$ cat config.mk
export PLATFORM = sky130hd
export DESIGN_NAME = delay_tap_ctrl
export DESIGN_NICKNAME = d
export VERILOG_FILES = /design/src/rtl/delay_tap_pkg.sv /design/src/rtl/delay_tap_gap_cnt.sv /design/src/rtl/delay_tap_ctrl.sv
export SDC_FILE = /design/constraint.sdc
export NUM_CORES = 1
export LEC_CHECK = 0
export BUFFER_PORTS_ARGS = -buffer_cell sky130_fd_sc_hd__buf_4
export CAP_MARGIN = 10
export CORE_UTILIZATION = 56
export DETAILED_ROUTE_END_ITERATION = 10
export HOLD_SLACK_MARGIN = 0.03
export PLACE_DENSITY = 0.75
export SYNTH_ARGS = -nofsm -noshare
export SYNTH_HDL_FRONTEND = slang
export SYNTH_SLANG_ARGS = --single-unit
$ cat constraint.sdc
create_clock -name clk -period 2.45 [get_ports clk]
set_clock_uncertainty 0.2 [all_clocks]
set_input_delay 0.3675 -clock clk [delete_from_list [all_inputs] [get_ports clk]]
set_output_delay 0.3675 -clock clk [all_outputs]
set_load 0.05 [all_outputs]
$ cat src/rtl/delay_tap_pkg.sv
// Shared types, defaults and helpers for the delay_tap_ctrl tap sequencer.
package delay_tap_pkg;

  localparam int TAP_W_DEF = 4;
  localparam int GAP_DEF   = 6;
  localparam int GAP_W     = 8;   // wide enough for the largest settle gap (255)
  localparam int MAX_TAP_W = 16;

  typedef enum logic [1:0] {
    ST_IDLE,
    ST_PULSE,
    ST_GAP,
    ST_FIN
  } tap_state_e;

  // Forward distance on an increment-only ring: going "down" costs a wrap.
  function automatic logic [MAX_TAP_W-1:0] tap_dist(
    input logic [MAX_TAP_W-1:0] to_tap,
    input logic [MAX_TAP_W-1:0] from_tap,
    input int unsigned          tap_w
  );
    logic [MAX_TAP_W-1:0] mask;
    mask = MAX_TAP_W'((32'd1 << tap_w) - 32'd1);
    return (to_tap - from_tap) & mask;
  endfunction

endpackage

$ cat src/rtl/delay_tap_gap_cnt.sv
// Loadable down-counter for the settle gap; flags the cycle on which it reaches zero.
module delay_tap_gap_cnt
  import delay_tap_pkg::*;
(
  input  logic             clk,
  input  logic             rst_n,
  input  logic             i_load,
  input  logic [GAP_W-1:0] i_load_val,
  output logic             o_zero_next
);

  logic [GAP_W-1:0] r_cnt;

  // NOTE: flops use non-blocking assignments so every register samples pre-edge values.
  always_ff @(posedge clk or negedge rst_n) begin
    if (!rst_n) begin
      r_cnt <= '0;
    end else if (i_load) begin
      r_cnt <= i_load_val;
    end else if (r_cnt != '0) begin
      r_cnt <= r_cnt - GAP_W'(1);
    end
  end

  assign o_zero_next = (r_cnt == GAP_W'(1));

endmodule

$ cat src/rtl/delay_tap_ctrl.sv
// Increment-strobe sequencer for the var_delay15 delay line, with a shadow tap copy.
// Optional full-ring sweep with settle strobes when DELAY_TAP_CTRL_SWEEP_EN is defined.
module delay_tap_ctrl
  import delay_tap_pkg::*;
#(
  parameter int TAP_W = TAP_W_DEF,
  parameter int GAP   = GAP_DEF
) (
  input  logic             clk,
  input  logic             rst_n,
  input  logic             tgt_valid,
  input  logic [TAP_W-1:0] tgt_tap,
  output logic             tgt_ready,
  input  logic             tap_clr,
  output logic             inc_pulse,
  output logic [TAP_W-1:0] tap_cur,
  output logic             busy,
`ifdef DELAY_TAP_CTRL_SWEEP_EN
  input  logic             sweep_start,
  output logic             tap_stb,
`endif
  output logic             done
);

  // One extra bit so a full sweep (2**TAP_W pulses) fits in the remaining count.
  localparam int REM_W = TAP_W + 1;

  tap_state_e       r_state;
  tap_state_e       w_state_nxt;
  logic [TAP_W-1:0] r_tap_cur;
  logic [TAP_W-1:0] w_tap_base;
  logic [REM_W-1:0] r_rem;
  logic [REM_W-1:0] w_rem_load;
  logic             w_start;
  logic             w_gap_last;
  logic             r_inc_pulse;
  logic             r_busy;
  logic             r_done;
  logic             r_tgt_ready;

  // A clear coinciding with a request applies first, so distance is measured from tap 0.
  assign w_tap_base = tap_clr ? '0 : r_tap_cur;

  // NOTE: every always_comb output gets a default first so no path can infer a latch.
  always_comb begin
    w_start    = 1'b0;
    w_rem_load = REM_W'(tap_dist(MAX_TAP_W'(tgt_tap), MAX_TAP_W'(w_tap_base), TAP_W));
`ifdef DELAY_TAP_CTRL_SWEEP_EN
    if (sweep_start) begin
      w_start    = 1'b1;
      w_rem_load = REM_W'(1) << TAP_W;
    end else
`endif
    if (tgt_valid) begin
      w_start = 1'b1;
    end
  end

  always_comb begin
    w_state_nxt = r_state;
    case (r_state)
      ST_IDLE:  if (w_start) w_state_nxt = (w_rem_load == '0) ? ST_FIN : ST_PULSE;
      ST_PULSE: w_state_nxt = ST_GAP;
      ST_GAP:   if (w_gap_last) w_state_nxt = (r_rem == '0) ? ST_FIN : ST_PULSE;
      ST_FIN:   w_state_nxt = ST_IDLE;
      default:  w_state_nxt = ST_IDLE;
    endcase
  end

  always_ff @(posedge clk or negedge rst_n) begin
    if (!rst_n) begin
      r_state <= ST_IDLE;
    end else begin
      r_state <= w_state_nxt;
    end
  end

  always_ff @(posedge clk or negedge rst_n) begin
    if (!rst_n) begin
      r_tap_cur   <= '0;
      r_rem       <= '0;
      r_inc_pulse <= 1'b0;
      r_busy      <= 1'b0;
      r_done      <= 1'b0;
      r_tgt_ready <= 1'b1;
    end else begin
      r_inc_pulse <= (w_state_nxt == ST_PULSE);
      r_busy      <= (w_state_nxt == ST_PULSE) || (w_state_nxt == ST_GAP);
      r_done      <= (w_state_nxt == ST_FIN);
      r_tgt_ready <= (w_state_nxt == ST_IDLE);
      case (r_state)
        ST_IDLE: begin
          if (tap_clr) r_tap_cur <= '0;
          if (w_start) r_rem <= w_rem_load;
        end
        ST_PULSE: begin
          r_tap_cur <= r_tap_cur + TAP_W'(1);
          r_rem     <= r_rem - REM_W'(1);
        end
        default: ;
      endcase
    end
  end

  delay_tap_gap_cnt u_gap_cnt (
    .clk         (clk),
    .rst_n       (rst_n),
    .i_load      (r_state == ST_PULSE),
    .i_load_val  (GAP_W'(GAP)),
    .o_zero_next (w_gap_last)
  );

`ifdef DELAY_TAP_CTRL_SWEEP_EN
  assign tap_stb = (r_state == ST_GAP) && w_gap_last;
`endif

  assign inc_pulse = r_inc_pulse;
  assign busy      = r_busy;
  assign done      = r_done;
  assign tgt_ready = r_tgt_ready;
  assign tap_cur   = r_tap_cur;

endmodule

==> summary.txt <==
GRT
  – Met2 GRT Util: around two fifths
  – Largest net degree at the start of global routing: 24
  – Total grt overflow: 0
  – Vias in the first global route: around 1,000
  – Met3 GRT Util: 2.73%
  – First-pass GRT wire length: 4400 um
  – Met1 usage: between 20 and 30%
  – Initial antenna violation count: 0
  – GRT busiest layer: met2
  – GRT Total Usage: 23.4%

Yosys
  – Number of synthesized flops with an enable pin: 0
  – Share of the synthesized area in the top cell type: ~41%
  – Synth cell types: 44
  – Syn_area_per_cell: about 10 um2
  – Synth Instances: approximately 130
  – Post-synthesis cell area: 0.00133 mm2
  – Mapped Nets: 148
  – Synth Flop Type: dfrtp_1
  – Synth warn: 0
  – Largest area contributor in the netlist: dfrtp_1
  – Synthesized flop and latch total: 23
  – Synth top area cells: dfrtp_1, ha_1, xnor2_1
  – Sequential area share after synthesis: 43.2%
  – Asr flop ratio synth: 100%

Floorplan
  – Die X: 50.8 um
  – Site Rows: 17
  – Die H: slightly above 50 um
  – Top-Level Pins: 16
  – Initial Utilization: 59.7%
  – Die ar.: 0.00258 mm2
  – Core area: 0.00223 mm2

Timing
  – RSZ-0062 raised after global routing: false
  – Final Cycle Share: around nine tenths
  – Worst slew margin: 71.4%
  – Minimum clock period: 2.24 ns
  – Hold slack: around 0.2 ns
  – Actual slew at the worst max-slew pin: 0.429 ns
  – Slew Limit Fails: 0
  – Setup tns final: 0 ns
  – Final-report hold violation count: 0
  – Max Clock Freq: 0.447 GHz
  – # setup viols final: 0

Power
  – Peak VDD IR: around 850 uV
  – Leak Pwr: 0.727 nW
  – Power per cell area: 1220 mW/mm2

Place
  – RD Place Congestion: 0.749
  – Post-DP Area: 0.00148 mm2
  – IO Port Bufs: 15
  – HPWL Detailed: 1900 um
  – Placed insts: 170

Layout
  – Fin cells: 175
  – Layout cells sized above 1: 23.1%
  – Diodes inserted: 0
  – Area grow syn2layout: 14.1%
  – Total Nets Final: between 150 and 200
  – Final-layout fill cell count: 178
  – Fin area: 0.00152 mm2

Drt
  – Drt wl/cell: 14.8 um
  – Routed vias: around 1,000
  – DR pass1 iterations: 4
  – Avg Vias per Cell: 5.93
  – 1st-iter DRT viols: 23
  – Drt drc: 0
  – Routed Antenna Nets: 0
  – Final wirelength: 2600 um

Setup path
  – CP dominant cell by count: ha_1
  – Worst reg-to-reg path cell count: 7
  – Arr. time, crit path: about 2.3 ns
  – Worst path cell trace: nor2b_1 -> ha_1 -> inv_1 -> fa_1 -> xnor2_1 -> a41o_1 -> ha_1
  – Startpoint types: register
  – Worst r2r src: tap_cur[0]
  – Critical Path RT: approximately 2.5 ns
  – Critical path class: register to register
  – Worst Setup End Kind: register
  – CP max-delay cell: dfrtp_2
  – R2r setup slk: 0.21 ns
  – Worst R2R End: busy
  – Largest stage delay on the critical path: 0.43 ns
  – CP max FO: 6

Clocking
  – Post-CTS Setup Inserts: 0
  – Worst skew pair latency: 0.32 ns
  – Clock transition at the registers of the reported paths: 0.13 ns
  – Inserted Clock Buffers: 3
  – Longest Clk Path Bufs: 2
  – TritonCTS clock tree: yes
  – CTS H-tree depth: 1
  – Clk Tree Root Cell: clkbuf_4
  – Clock Sinks: 23

Outcome
  – Outcome: completed

Worst hold path
  – Hold crit path type: input port to register
  – Hold endpoint: r_rem[0]
  – Hold path depth: 3
  – Hold path start: tgt_valid

Run
  – Max-Cap Viols: 0
==> through the flow <==
step | total power, mW | worst slack (ns) | util (%)
2_1_floorplan | 1.41 | 0.0503 | -
3_3_place_gp | 1.63 | 0.170 | 66.2
3_5_place_dp | 1.68 | 0.113 | 66.2
4_1_cts | 1.86 | 0.139 | 67.9
5_1_grt | 1.99 | 0.0566 | 68.1
6_report | 1.85 | 0.212 | 68.1
==> layout by cell type (no fill, tap or decap), drive strengths merged, types with 2 or more instances in the layout <==
cell / instances
buf: 18
nand4: 2
mux2: 2
xnor2: 6
a21o: 2
ha: 11
nor3b: 2
nor3: 2
clkbuf: 3
o31ai: 2
nand2: 4
a21oi: 7
nor2: 13
nor2b: 3
nor4: 3
a41o: 2
dfrtp: 22
inv: 9
o21ai: 3
or4: 2
nand2b: 4
a22o: 3
==> routing by layer <==
| metal | vias to the layer above | wire length (um) | share of wire (%) |
|---|---|---|---|
| li1 | 500 | - | - |
| met1 | 513 | 1190 | 46 |
| met2 | 20 | 1320 | 51 |
| met3 | 4 | 59 | 2.3 |
| met4 | 0 | 34 | 1.3 |
| met5 | - | 0 | 0 |
==> report_power, final <==
part / total [mW] / switching [mW] / internal, mW
Combinational: 0.929 / 0.528 / 0.400
Clock: 0.181 / 0.120 / 0.0611
Sequential: 0.742 / 0.197 / 0.545
Total: 1.85 / 0.845 / 1.01
==> registers in the layout, indices dropped and copies added (netlist names) <==
name,count
u_gap_cnt.r_cnt,8
done,1
tap_cur,4
busy,1
tgt_ready,1
r_rem,5
inc_pulse,1
r_state,2
==> how the worst max path moves through the flow <==
stage | from | end | slack (ns)
after floorplan | tap_cur[0] | busy | 0.05
after detailed placement | tap_clr | busy | 0.11
after CTS | tap_cur[0] | busy | 0.14
after global placement | tap_clr | busy | 0.17
after global routing | tap_cur[0] | busy | 0.06
final | tap_cur[0] | busy | 0.21
==> cell usage after synthesis (2+ instances only) <==
library cell,number
nand2_1,4
nor2_1,13
inv_1,9
o31ai_1,2
a21o_1,2
mux2_2,2
nor2b_1,3
a41o_1,2
or4_4,2
nor3b_1,2
clkbuf_1,2
nand4_1,2
a21oi_1,7
nand2b_1,4
o21ai_0,3
nor3_1,2
xnor2_1,6
dfrtp_1,22
ha_1,11
nor4_1,2
a22o_1,3
==> cell families after synthesis <==
| logic type | after synthesis | share of synthesized area (%) |
|---|---|---|
| flip-flops | 23 | 43.2 |
| AND/OR/NAND/NOR | 41 | 17.8 |
| multiplexers | 3 | 2.44 |
| buffers and inverters | 13 | 4.50 |
| adder cells (fa/ha/maj) | 12 | 11.8 |
| XOR/XNOR | 6 | 3.94 |
| AO/OA/AOI/OAI | 30 | 16.2 |
==> timing repair <==
action                                  CTS  global route
endpoints found under the setup margin    0             1
hold endpoints to repair                 23             0
hold buffers                              1             0
resized for setup                         0             1
==> critical path, delay by kind of cell, from the launching register on <==
family          cells  cell delay, ns
simple gates        1            0.15
compound gates      1            0.23
buf+inv             1            0.05
fa+ha+maj           3            0.76
xor+xnor            1            0.32
flops               1            0.43
==> layout make-up <==
| cell class | count | area (um2) | area share, % |
|---|---|---|---|
| flip-flops and latches | 23 | 578 | 38.0 |
| clock inverters | 1 | 5.00 | 0.329 |
| clock buffers | 3 | 22.5 | 1.48 |
| well taps | 28 | 35.0 | 2.30 |
| repair buffers | 19 | 145 | 9.54 |
| multi-input cells | 92 | 702 | 46.1 |
| inverters | 9 | 33.8 | 2.22 |
No activity file was read; power rests on OpenSTA's default activity.
